File: config.mk
export PLATFORM = sky130hd
export DESIGN_NAME = mips_multicycle_ctrl
export DESIGN_NICKNAME = d
export VERILOG_FILES = /design/src/rtl/mips_ctrl_pkg.sv /design/src/rtl/mips_multicycle_ctrl_alu_decoder.sv /design/src/rtl/mips_multicycle_ctrl.sv
export SDC_FILE = /design/constraint.sdc
export NUM_CORES = 1
export LEC_CHECK = 0
export ABC_AREA = 0
export BUFFER_PORTS_ARGS = -buffer_cell sky130_fd_sc_hd__buf_2
export CAP_MARGIN = 5
export CORE_UTILIZATION = 48
export DETAILED_ROUTE_END_ITERATION = 8
export MAX_ROUTING_LAYER = met4
export PLACE_DENSITY = 0.86
export RECOVER_POWER = 50
export SYNTH_ARGS = -nofsm -noshare
export SYNTH_HDL_FRONTEND = slang
export SYNTH_SLANG_ARGS = --single-unit
File: constraint.sdc
create_clock -name clk -period 4.1 [get_ports clk]
set_clock_uncertainty 0.1 [all_clocks]
set_input_delay 0.205 -clock clk [delete_from_list [all_inputs] [get_ports clk]]
set_output_delay 0.205 -clock clk [all_outputs]
set_load 0.1 [all_outputs]
File: src/rtl/mips_ctrl_pkg.sv
// Shared types and encodings for the multicycle MIPS control FSM.
// The optional bne support is selected by the MIPS_CTRL_BNE_EN macro.
package mips_ctrl_pkg;

    typedef enum logic [3:0] {
        FETCH   = 4'd0,
        DECODE  = 4'd1,
        MEMADR  = 4'd2,
        MEMRD   = 4'd3,
        MEMWB   = 4'd4,
        MEMWR   = 4'd5,
        EXECUTE = 4'd6,
        ALUWB   = 4'd7,
        BRANCH  = 4'd8,
        ADDIEXE = 4'd9,
        JUMP    = 4'd10,
        ADDIWB  = 4'd11
    } state_t;

    localparam logic [5:0] OP_RTYPE = 6'b000000;
    localparam logic [5:0] OP_LW    = 6'b100011;
    localparam logic [5:0] OP_SW    = 6'b101011;
    localparam logic [5:0] OP_BEQ   = 6'b000100;
    localparam logic [5:0] OP_BNE   = 6'b000101;
    localparam logic [5:0] OP_ADDI  = 6'b001000;
    localparam logic [5:0] OP_J     = 6'b000010;

    localparam logic [5:0] FN_ADD = 6'b100000;
    localparam logic [5:0] FN_SUB = 6'b100010;
    localparam logic [5:0] FN_AND = 6'b100100;
    localparam logic [5:0] FN_OR  = 6'b100101;
    localparam logic [5:0] FN_SLT = 6'b101010;

    localparam logic [2:0] ALU_AND = 3'b000;
    localparam logic [2:0] ALU_OR  = 3'b001;
    localparam logic [2:0] ALU_ADD = 3'b010;
    localparam logic [2:0] ALU_SUB = 3'b110;
    localparam logic [2:0] ALU_SLT = 3'b111;

    localparam logic [1:0] SRCB_RT    = 2'b00;
    localparam logic [1:0] SRCB_FOUR  = 2'b01;
    localparam logic [1:0] SRCB_IMM   = 2'b10;
    localparam logic [1:0] SRCB_IMMSH = 2'b11;

    localparam logic [1:0] PCSRC_ALU    = 2'b00;
    localparam logic [1:0] PCSRC_ALUOUT = 2'b01;
    localparam logic [1:0] PCSRC_JUMP   = 2'b10;

endpackage

File: src/rtl/mips_multicycle_ctrl_alu_decoder.sv
// Combinational R-type Funct decode into an ALU operation code.
// Unknown Funct codes fall back to add and raise bad_funct.
module mips_alu_decoder
    import mips_ctrl_pkg::*;
(
    input  logic [5:0] funct,
    output logic [2:0] alu_ctrl,
    output logic       bad_funct
);

    always_comb begin
        alu_ctrl  = ALU_ADD;
        bad_funct = 1'b0;
        case (funct)
            FN_ADD:  alu_ctrl = ALU_ADD;
            FN_SUB:  alu_ctrl = ALU_SUB;
            FN_AND:  alu_ctrl = ALU_AND;
            FN_OR:   alu_ctrl = ALU_OR;
            FN_SLT:  alu_ctrl = ALU_SLT;
            default: bad_funct = 1'b1;
        endcase
    end

endmodule

File: src/rtl/mips_multicycle_ctrl.sv
// Multicycle MIPS control FSM driving datapath enables, mux selects and AluCtrl.
// Define MIPS_CTRL_BNE_EN to accept bne (opcode 000101) as a branch.
//
// state   | meaning
// --------+-------------------------------------------------------
// FETCH   | read instruction at PC, PC+4; IR/PC load on last cycle
// DECODE  | register read, branch target precompute, opcode dispatch
// MEMADR  | effective address rs + imm for lw/sw
// MEMRD   | data memory read, held MEM_LAT cycles
// MEMWB   | write loaded data to rt
// MEMWR   | data memory write
// EXECUTE | R-type ALU operation
// ALUWB   | write ALU result to rd (suppressed for bad funct)
// BRANCH  | compare rs/rt, load branch target when taken
// ADDIEXE | rs + imm
// ADDIWB  | write addi result to rt
// JUMP    | load jump target
module mips_multicycle_ctrl
    import mips_ctrl_pkg::*;
#(
    parameter int MEM_LAT = 1
) (
    input  logic       clk,
    input  logic       reset,
    input  logic [5:0] Opcode,
    input  logic [5:0] Funct,
    input  logic       Zero,
    output logic       PCEn,
    output logic       IorD,
    output logic       MemWrite,
    output logic       IRWrite,
    output logic       RegDst,
    output logic       MemtoReg,
    output logic       RegWrite,
    output logic       ALUSrcA,
    output logic [1:0] ALUSrcB,
    output logic [1:0] PCSrc,
    output logic [2:0] AluCtrl,
    output logic       Illegal
);

    localparam logic [3:0] MEM_TC = 4'(MEM_LAT - 1);

    state_t     state, state_nxt;
    logic [3:0] mem_cnt, mem_cnt_nxt;
    logic       mem_last;
    logic       bad_funct_q;
    logic       branch_taken;
    logic [2:0] dec_alu;
    logic       dec_bad;

    mips_alu_decoder u_alu_dec (
        .funct     (Funct),
        .alu_ctrl  (dec_alu),
        .bad_funct (dec_bad)
    );

    assign mem_last = (mem_cnt == MEM_TC);

`ifdef MIPS_CTRL_BNE_EN
    logic is_bne_q;

    always_ff @(posedge clk) begin
        if (reset)
            is_bne_q <= 1'b0;
        else if (state == DECODE)
            is_bne_q <= (Opcode == OP_BNE);
    end

    assign branch_taken = is_bne_q ? !Zero : Zero;
`else
    assign branch_taken = Zero;
`endif

    always_ff @(posedge clk) begin
        if (reset) begin
            state       <= FETCH;
            mem_cnt     <= 4'd0;
            bad_funct_q <= 1'b0;
        end else begin
            state   <= state_nxt;
            mem_cnt <= mem_cnt_nxt;
            if (state == EXECUTE)
                bad_funct_q <= dec_bad;
        end
    end

    always_comb begin
        state_nxt   = state;
        mem_cnt_nxt = 4'd0;
        PCEn        = 1'b0;
        IorD        = 1'b0;
        MemWrite    = 1'b0;
        IRWrite     = 1'b0;
        RegDst      = 1'b0;
        MemtoReg    = 1'b0;
        RegWrite    = 1'b0;
        ALUSrcA     = 1'b0;
        ALUSrcB     = SRCB_RT;
        PCSrc       = PCSRC_ALU;
        AluCtrl     = ALU_ADD;
        Illegal     = 1'b0;

        case (state)
            FETCH: begin
                ALUSrcB = SRCB_FOUR;
                if (mem_last) begin
                    IRWrite   = 1'b1;
                    PCEn      = 1'b1;
                    state_nxt = DECODE;
                end else begin
                    mem_cnt_nxt = mem_cnt + 4'd1;
                end
            end
            DECODE: begin
                ALUSrcB = SRCB_IMMSH;
                case (Opcode)
                    OP_RTYPE:     state_nxt = EXECUTE;
                    OP_LW, OP_SW: state_nxt = MEMADR;
                    OP_BEQ:       state_nxt = BRANCH;
`ifdef MIPS_CTRL_BNE_EN
                    OP_BNE:       state_nxt = BRANCH;
`endif
                    OP_ADDI:      state_nxt = ADDIEXE;
                    OP_J:         state_nxt = JUMP;
                    default: begin
                        Illegal   = 1'b1;
                        state_nxt = FETCH;
                    end
                endcase
            end
            MEMADR: begin
                ALUSrcA   = 1'b1;
                ALUSrcB   = SRCB_IMM;
                state_nxt = (Opcode == OP_SW) ? MEMWR : MEMRD;
            end
            MEMRD: begin
                IorD = 1'b1;
                if (mem_last)
                    state_nxt = MEMWB;
                else
                    mem_cnt_nxt = mem_cnt + 4'd1;
            end
            MEMWB: begin
                MemtoReg  = 1'b1;
                RegWrite  = 1'b1;
                state_nxt = FETCH;
            end
            MEMWR: begin
                IorD      = 1'b1;
                MemWrite  = 1'b1;
                state_nxt = FETCH;
            end
            EXECUTE: begin
                ALUSrcA   = 1'b1;
                AluCtrl   = dec_alu;
                state_nxt = ALUWB;
            end
            ALUWB: begin
                RegDst    = 1'b1;
                RegWrite  = !bad_funct_q;
                state_nxt = FETCH;
            end
            BRANCH: begin
                ALUSrcA   = 1'b1;
                AluCtrl   = ALU_SUB;
                PCSrc     = PCSRC_ALUOUT;
                PCEn      = branch_taken;
                state_nxt = FETCH;
            end
            ADDIEXE: begin
                ALUSrcA   = 1'b1;
                ALUSrcB   = SRCB_IMM;
                state_nxt = ADDIWB;
            end
            ADDIWB: begin
                RegWrite  = 1'b1;
                state_nxt = FETCH;
            end
            JUMP: begin
                PCSrc     = PCSRC_JUMP;
                PCEn      = 1'b1;
                state_nxt = FETCH;
            end
            default: state_nxt = FETCH;
        endcase

        // Reset is synchronous, so outputs are quietened here to keep an aborted instruction from writing.
        if (reset) begin
            PCEn     = 1'b0;
            IorD     = 1'b0;
            MemWrite = 1'b0;
            IRWrite  = 1'b0;
            RegDst   = 1'b0;
            MemtoReg = 1'b0;
            RegWrite = 1'b0;
            ALUSrcA  = 1'b0;
            ALUSrcB  = SRCB_RT;
            PCSrc    = PCSRC_ALU;
            AluCtrl  = ALU_ADD;
            Illegal  = 1'b0;
        end
    end

endmodule

# ---- After elaboration in Yosys (flattened, before gate mapping)
# Index checks and enable logic that the tools add are counted.
dict set report word_totals {
  mem_bits_ro 0
  mem_bits_rw 0
  ff_bits 9
  out_inout_bits 16
  latch_bits 0
  in_bits 15
  mem_count 0
  word_cells 75
}
dict set report op_classes {
  eq_ne 23
  n_mux 33
  shifts 0
  multipliers 0
  bitwise 1
  n_addsub 1
  order_cmp 0
  n_div 0
  reduce_logical 14
}
# operator n
set op_table {}
lappend op_table {{6-bit == test, second input constant} 7}
lappend op_table {{4-bit case mux with 6 select lines} 1}
lappend op_table {{4-bit case mux with 5 select lines} 1}
lappend op_table {{1-bit 2-to-1 mux} 19}
lappend op_table {{4-bit by 3-bit == test with 1-bit output, second input constant} 4}
lappend op_table {{4-bit == test, second input constant} 4}
lappend op_table {{3-bit case mux with 4 select lines} 1}
lappend op_table {{2-bit OR reduction} 5}
lappend op_table {{4-bit by 2-bit == test with 1-bit output, second input constant} 2}
lappend op_table {{4-bit logical NOT} 2}
lappend op_table {{4-bit 2-to-1 mux} 2}
lappend op_table {{6-bit by 2-bit == test with 1-bit output, second input constant} 1}
lappend op_table {{6-bit by 3-bit == test with 1-bit output, second input constant} 1}
lappend op_table {{6-bit by 4-bit == test with 1-bit output, second input constant} 1}
lappend op_table {{6-bit logical NOT} 1}
lappend op_table {{3-bit 2-to-1 mux} 2}
lappend op_table {{2-bit case mux with 3 select lines} 1}
lappend op_table {{3-bit case mux with 2 select lines} 1}
lappend op_table {{6-bit OR reduction} 1}
lappend op_table {{5-bit OR reduction} 1}
lappend op_table {{4-bit by 1-bit adder with 4-bit output, second input constant} 1}
lappend op_table {{4-bit by 1-bit == test with 1-bit output, second input constant} 1}
lappend op_table {{2-bit 2-to-1 mux} 2}
lappend op_table {{2-bit != test, second input constant} 2}
lappend op_table {{other kinds (8)} 8}

# ---- Depth between registers and ports, before layout
# Gate-level depths: netlist of the first run.
dict set report depth {
  ltp_word 5
  mapped_depth 6
  mapped_depth_nobuf 6
}

# ---- Hierarchy
# Synthesis of the first run repeated with hierarchy kept, for this count alone.
dict set report unflattened {
  cells_unflattened 117
  hier_area_um2 854.6
}
# module cells_per_inst area_per_inst_um2 n_inst
set modules_own_cells {}
lappend modules_own_cells {mips_multicycle_ctrl 107 770.7 1}
lappend modules_own_cells {mips_alu_decoder 10 83.8 1}

# ---- Worst setup path before layout of the first run
# OpenSTA, ideal clock, no wires.
dict set report synth_path {
  kind {register to output}
  start {register state[3]}
  end {output port AluCtrl[2]}
  path_buffers 1
  setup_slack_ns -0.261
  arrival_time_ns 4.056
  path_stages_with_launch 6
  required_time_ns 3.795
  path_cell_list {dfxtp_1 > buf_2 > inv_1 > or3_1 > nor3_1 > o21bai_1}
}
dict set report synth_between {
  elab_chain_len 3
  word_cells_on_any_way 4
}
# item line_no
set synth_rtl {}
lappend synth_rtl {{start: declaration} mips_multicycle_ctrl.sv:44} ;# state_t state, state_nxt;
lappend synth_rtl {{start signal: assignment} mips_multicycle_ctrl.sv:81} ;# state <= state_nxt;
lappend synth_rtl {{4-bit == test or 4-bit by 3-bit == test with 1-bit output (tied branches)} mips_multicycle_ctrl.sv:104} ;# case (state)
lappend synth_rtl {{3-bit case mux with 2 select lines *} mips_multicycle_ctrl.sv:104}
lappend synth_rtl {{3-bit 2-to-1 mux *} mips_multicycle_ctrl.sv:189} ;# if (reset) begin
lappend synth_rtl {{end: declaration} mips_multicycle_ctrl.sv:38} ;# output logic [2:0] AluCtrl,
# Mark *: on every way between the ends. The rest lies on a longest branch, timed or not.

# ---- Worst setup path after layout of the first run
dict set report layout_path {
  start {register state[1]}
  end {output port AluCtrl[1]}
}
# Same word-level chain as after synthesis.

==> qor.txt, run 1 <==
status: completed
CTS Root Cell: clkbuf_4
H-tree Lvls: 1
Commonest cells post-synth: 13 x nor2_1, 9 x dfxtp_1, 7 x nand2_1
slowest stage cell, crit path: dfxtp_1
cells after synthesis: 110
height of the die: 42.6 um
Final Power: 0.229 mW
Nets: 155
Final period util: 67.7%
Post-synth EDFFs: 0
Max IR drop VDD: 0.000238 V
final setup fails: 0
Initial Utilization: 51.9%
Tightest Pin Transition: 1.16 ns
CTS sink cnt: 9
Leak: 0.417 nW
syn_nets: 127
setup TNS: 0 ns
routed vias: 892
Worst Setup SP: state[1]
CP bufs+invs: 1
ys flop type: dfxtp_1
GR Util All Layers: 22.9%
CTS clock-pin slew for the worst setup and hold paths: 0.06 ns
Synth area leaders: dfxtp_1 23%, nor2_1 6.2%, a21oi_1 3.8%, o21ai_0 3.8%, nand2_1 3.3%
synthesized cell area: 791 sq um
Seq/Total Area, Yosys: 22.8%
antenna violations before repair: 0
Slew Limit Fails: 0
reg-to-reg startpoint: state[1]
CTS tree: built
antenna cell count: 0
DRT Pass-1 Iters: 4
Die Area: 1810 sq um
drt drc: 0
count leader, synth: nor2_1
Non-Filler Instances: 153
Max clock buf depth: 2
Crit path max-delay family: simple AND/OR/NAND/NOR gates
postcts setup bufs: 0
Avg Cell Area, Syn: 7.19 sq um
num rows: 14
TritonCTS Buffers: 3
min-delay src: reset
arrival time worst endpoint: 2.47 ns
fraction of layout cells with a size suffix above 1: 25.5%
RSZ-0062 raised after global routing: false
Worst Setup Slack post-DPL: 1.68 ns
area share of the largest cell type after synthesis: 22.8%
Max Cap Violations: 0
Synth area leader: dfxtp_1
Detail Placement HPWL: 1.38 mm
post-CTS resize count: 0
fill count: 134
GRT overflow: 0
worst-path cell chain: nand3_1, or4b_4, or4b_1, buf_2
Inst Count DP: 149
Worst Hold Class: in -> reg
largest net degree at the start of global routing: 18
WP data required: 3.80 ns
DRT Wirelength: 1.77 mm
flops & latches, synth: 9
Worst setup SP type: register
async set or reset register ratio after synthesis: 0%
final hold viol count: 0
mean routed wirelength per cell: 11.5 um
via/cell ratio: 5.83
Max Fclk: 0.360 GHz
first-pass GRT wire length: 3.15 mm
post-layout min period: 2.78 ns
Worst setup EP type: output port
Port Buffers: 30
CP Max Fanout: 17
Power Dens Cells: 240 nW/um^2
Distinct cells, synth: 41
Max stage delay on crit path: 0.64 ns
setup ws final: 1.32 ns
Slew HR: 22.8%
CTS Hold Bufs: 0
Final ANT Viol Nets: 0
Top Ports: 31
Yosys Warn Count: 0
die width: 42.6 um
core footprint: 1520 sq um
RD Place Congestion: 0.919
Initial DRC Count: 22
Synth-to-Final Area Change: 20.9%
Setup Crit Path Kind: reg -> out
vias in the first global route: 756
Clk Latency, worst-skew pair: 0.26 ns
==> kinds of logic (layout without fill, tap and decap cells) <==
kind of cell	count (synthesis)	in the layout	synth area share (%)
and+or+nand+nor	53	53	38.0
buffers and inverters	13	40	6.33
adders and majority gates	3	3	4.43
AOI/OAI and AO/OA	27	27	22.8
muxes	1	1	1.27
DFF	9	9	22.8
xor gates and xnor gates	4	4	4.43
==> layout by cell type (no fill, tap or decap), types with 2 or more instances in the layout <==
cell | synthesis | routed
xor2_1 | 2 | 2
nor4_1 | 4 | 4
inv_1 | 6 | 6
clkbuf_4 | 0 | 3
nand2_1 | 7 | 7
a21oi_1 | 6 | 6
nand3_1 | 4 | 5
dfxtp_1 | 9 | 9
clkbuf_1 | 6 | 4
o21a_1 | 2 | 2
and3_1 | 4 | 4
buf_2 | 1 | 27
nor2_1 | 13 | 13
xnor2_1 | 2 | 2
o21ai_0 | 6 | 6
nor3_1 | 3 | 2
ha_1 | 2 | 2
or3_1 | 4 | 4
nand2b_1 | 3 | 3
a31oi_1 | 3 | 3
or3b_2 | 2 | 2
==> layer usage <==
metal | routed length [um] | up-vias | share of wire (%) | GRT usage, %
met5 | 0 | - | 0 | -
met4 | 10 | 0 | 0.57 | 5.63
met3 | 130 | 2 | 7.4 | 6.90
met2 | 876 | 37 | 50 | 36.6
met1 | 748 | 395 | 42 | 28.3
li1 | - | 458 | - | -
==> area by class of cell <==
cell class,count,area (sq um),area share [%]
clock buffer,4,26.3,2.75
multi-input combinational,88,561,58.6
sequential,9,180,18.8
tap,16,20.0,2.09
inverter,6,22.5,2.36
timing repair buffer,30,146,15.3
==> metrics by stage <==
stage          cell area (sq um)  hold slack (ns)  utilization [%]
6_report                     956            0.171             62.7
5_1_grt                      956            0.187             62.7
3_5_place_dp                 938            0.356             61.6
2_1_floorplan                796            0.330                -
3_3_place_gp                 938            0.345             61.6
4_1_cts                      965            0.161             63.3
==> final timing paths <==
| kind | slack (ns) | depth (start not counted) | to |
|---|---|---|---|
| hold / removal | 0.17 | 2 | bad_funct_q |
| setup / recovery | 1.32 | 4 | AluCtrl[1] |
| hold reg to reg | 0.36 | 1 | mem_cnt[0] |
| setup reg to reg | 2.22 | 4 | state[0] |
==> sequential cells by signal (all words and copies together) (netlist names) <==
name         cells
state            4
mem_cnt          4
bad_funct_q      1
==> report_power, final <==
group          switching (mW)  internal (mW)  leakage [nW]  total (mW)
Combinational          0.0507         0.0184         0.329      0.0691
Sequential            0.00462         0.0888        0.0728      0.0934
Clock                  0.0292         0.0374        0.0150      0.0666
Note: power is estimated with default switching activity, not from simulation.
==> run 2, diff against run 1 <==
--- a/config.mk
+++ b/config.mk
@@ -5,13 +5,13 @@
 export SDC_FILE = /design/constraint.sdc
 export NUM_CORES = 1
 export LEC_CHECK = 0
-export ABC_AREA = 0
+export ABC_AREA = 1
 export BUFFER_PORTS_ARGS = -buffer_cell sky130_fd_sc_hd__buf_2
 export CAP_MARGIN = 5
-export CORE_UTILIZATION = 48
+export CORE_UTILIZATION = 43
 export DETAILED_ROUTE_END_ITERATION = 8
 export MAX_ROUTING_LAYER = met4
-export PLACE_DENSITY = 0.86
+export PLACE_DENSITY = 0.82
 export RECOVER_POWER = 50
 export SYNTH_ARGS = -nofsm -noshare
 export SYNTH_HDL_FRONTEND = slang
==> constraint.sdc (replaced) <==
create_clock -name clk -period 2.3 [get_ports clk]
set_clock_uncertainty 0.1 [all_clocks]
set_input_delay 0.115 -clock clk [delete_from_list [all_inputs] [get_ports clk]]
set_output_delay 0.115 -clock clk [all_outputs]
set_load 0.1 [all_outputs]
==> run 2 against run 1 <==
Net effect:
- die area is 11% higher
- via count is 13% higher
- global-route usage is 0.067 points higher
- non-clock buffer count stayed put
- synthesized area stayed put
- sequential power is 73% higher
- largest cell class unchanged
==> qor.txt, run 2 <==
die width: 44.9 um
area share of the largest cell type after synthesis: 22.8%
Max clock buf depth: 2
core footprint: 1730 sq um
count leader, synth: nand2_1
DRT Pass-1 Iters: 4
RSZ-0062 raised after global routing: false
Worst Setup Slack post-DPL: 0.610 ns
Max Fclk: 0.496 GHz
reg-to-reg startpoint: state[1]
slowest stage cell, crit path: dfxtp_1
Top Ports: 31
setup ws final: 0.282 ns
Avg Cell Area, Syn: 5.53 sq um
cells after synthesis: 143
routed vias: 1006
H-tree Lvls: 1
CP bufs+invs: 1
Worst Setup SP: state[1]
Initial DRC Count: 27
Max stage delay on crit path: 0.43 ns
Power Dens Cells: 415 nW/um^2
Yosys Warn Count: 0
ys flop type: dfxtp_1
GR Util All Layers: 23.0%
fraction of layout cells with a size suffix above 1: 27.3%
Crit path max-delay family: simple AND/OR/NAND/NOR gates
r2r setup slk: 0.89 ns
Initial Utilization: 45.8%
Final ANT Viol Nets: 0
largest net degree at the start of global routing: 14
Nets: 194
Post-synth EDFFs: 0
GRT overflow: 0
Port Buffers: 30
reg2reg path depth: 9
top flop regs: mem_cnt: 4 flops, state: 4 flops, bad_funct_q: 1 flops
post-layout min period: 2.02 ns
antenna cell count: 0
Die Area: 2010 sq um
TritonCTS Buffers: 3
Worst Hold Class: in -> reg
drt drc: 0
CP Max Fanout: 6
synthesized cell area: 791 sq um
DRT Wirelength: 1.99 mm
Worst setup SP type: register
Worst setup EP type: output port
Leak: 0.545 nW
via/cell ratio: 5.00
arrival time worst endpoint: 1.80 ns
status: completed
worst-path cell chain: nand2_1, nor2_1, nand2_1, o21ai_2, buf_2
Detail Placement HPWL: 1.64 mm
final setup fails: 0
CP dominant cell by count: nand2_1
CTS sink cnt: 9
Final period util: 87.7%
Synth area leader: dfxtp_1
flops & latches, synth: 9
Setup Crit Path Kind: reg -> out
Clk Latency, worst-skew pair: 0.27 ns
post-CTS resize count: 0
Slew Limit Fails: 0
Worst Setup EP: AluCtrl[2]
most frequent cells in the layout: 35 x nand2_1, 32 x nor2_1, 27 x buf_2, 22 x inv_1, 14 x nand3_1
postcts setup bufs: 0
syn_nets: 160
Max IR drop VDD: 0.000221 V
Distinct cells, synth: 19
Seq/Total Area, Yosys: 22.8%
CTS clock-pin slew for the worst setup and hold paths: 0.06 ns
antenna violations before repair: 0
WP data required: 2.09 ns
Slew HR: 64.1%
Tightest Pin Transition: 0.541 ns
first-pass GRT wire length: 3.34 mm
async set or reset register ratio after synthesis: 0%
Max Cap Violations: 0
mean routed wirelength per cell: 9.89 um
Commonest cells post-synth: 35 x nand2_1, 31 x nor2_1, 21 x inv_1, 14 x nand3_1, 9 x dfxtp_1
Synth area leaders: dfxtp_1 23%, nand2_1 17%, nor2_1 15%, inv_1 10%, nand3_1 8.9%
height of the die: 44.9 um
CTS Root Cell: clkbuf_4
commonest non-fill, non-tap cell in the layout: nand2_1
RD Place Congestion: 0.916
vias in the first global route: 803
r2r endpoint: state[0]
stages on the worst setup path: 5
setup TNS: 0 ns
Synth-to-Final Area Change: 30.9%
num rows: 15
final hold viol count: 0
CTS Hold Bufs: 0
CTS tree: built
==> run 2: cell types whose count changed after synthesis, moves of 4 or more <==
cell / change
nand2_1: +28
nor4_1: -4
nand3_1: +10
nor2_1: +18
and3_1: -4
clkbuf_1: -6
inv_1: +15
nand4_1: +5
or3_1: -4
==> run 2: how the worst min path moves through the flow <==
stage	from	endpoint	slack, ns	cells past startpoint
floorplan	reset	state[3]	0.24	3
global placement	mem_cnt[0]	mem_cnt[0]	0.35	1
detailed placement	mem_cnt[0]	mem_cnt[0]	0.36	1
global route	Opcode[1]	state[3]	0.16	5
finish	Opcode[1]	state[3]	0.14	5
CTS	Opcode[1]	state[3]	0.14	5
==> run 2: area by class of cell <==
cell class | count | area [sq um]
fill | 192 | 692
multi-input combinational | 110 | 561
sequential | 9 | 180
timing repair buffer | 30 | 150
inverter | 23 | 86.3
tap | 25 | 31.3
clock buffer | 4 | 26.3
==> run 2: report_power, final <==
part | leakage, nW | switching, mW | internal [mW]
clock | 0.0150 | 0.0560 | 0.0669
sequential | 0.0728 | 0.00336 | 0.159
combinational | 0.458 | 0.112 | 0.0322
total | 0.545 | 0.171 | 0.258
==> run 2: kinds of logic after synthesis <==
| family | Yosys count | synth area share (%) |
|---|---|---|
| XOR/XNOR | 2 | 2.22 |
| buffers and inverters | 24 | 11.6 |
| adder cells (fa/ha/maj) | 2 | 3.16 |
| flip-flops | 9 | 22.8 |
| AND/OR/NAND/NOR | 97 | 54.6 |
| AO/OA/AOI/OAI | 9 | 5.70 |
==> run 2: routing by layer <==
layer | up-vias | wire length (um) | track usage, %
li1 | 522 | - | -
met4 | 0 | 13 | 5.45
met5 | - | 0 | -
met3 | 4 | 120 | 6.00
met1 | 439 | 857 | 27.6
met2 | 41 | 996 | 38.5
==> run 2: stage by stage <==
step | area [sq um] | hold slack, ns | total power [mW] | std cells | utilization [%]
CTS | 1040 | 0.141 | 0.433 | 201 | 60.1
global placement | 1010 | 0.346 | 0.306 | 197 | 58.6
floorplan | 835 | 0.240 | 0.276 | 143 | -
global route | 1030 | 0.164 | 0.454 | 201 | 59.9
finish | 1030 | 0.140 | 0.429 | 201 | 59.9
detailed placement | 1010 | 0.363 | 0.309 | 197 | 58.6
==> run 2: tightest hold or removal path, stage by stage <==
cell	delay (ns)
buf_2	0.11
nand4_1	0.08
nand3_1	0.07
nand2_1	0.06
nor2_1	0.03
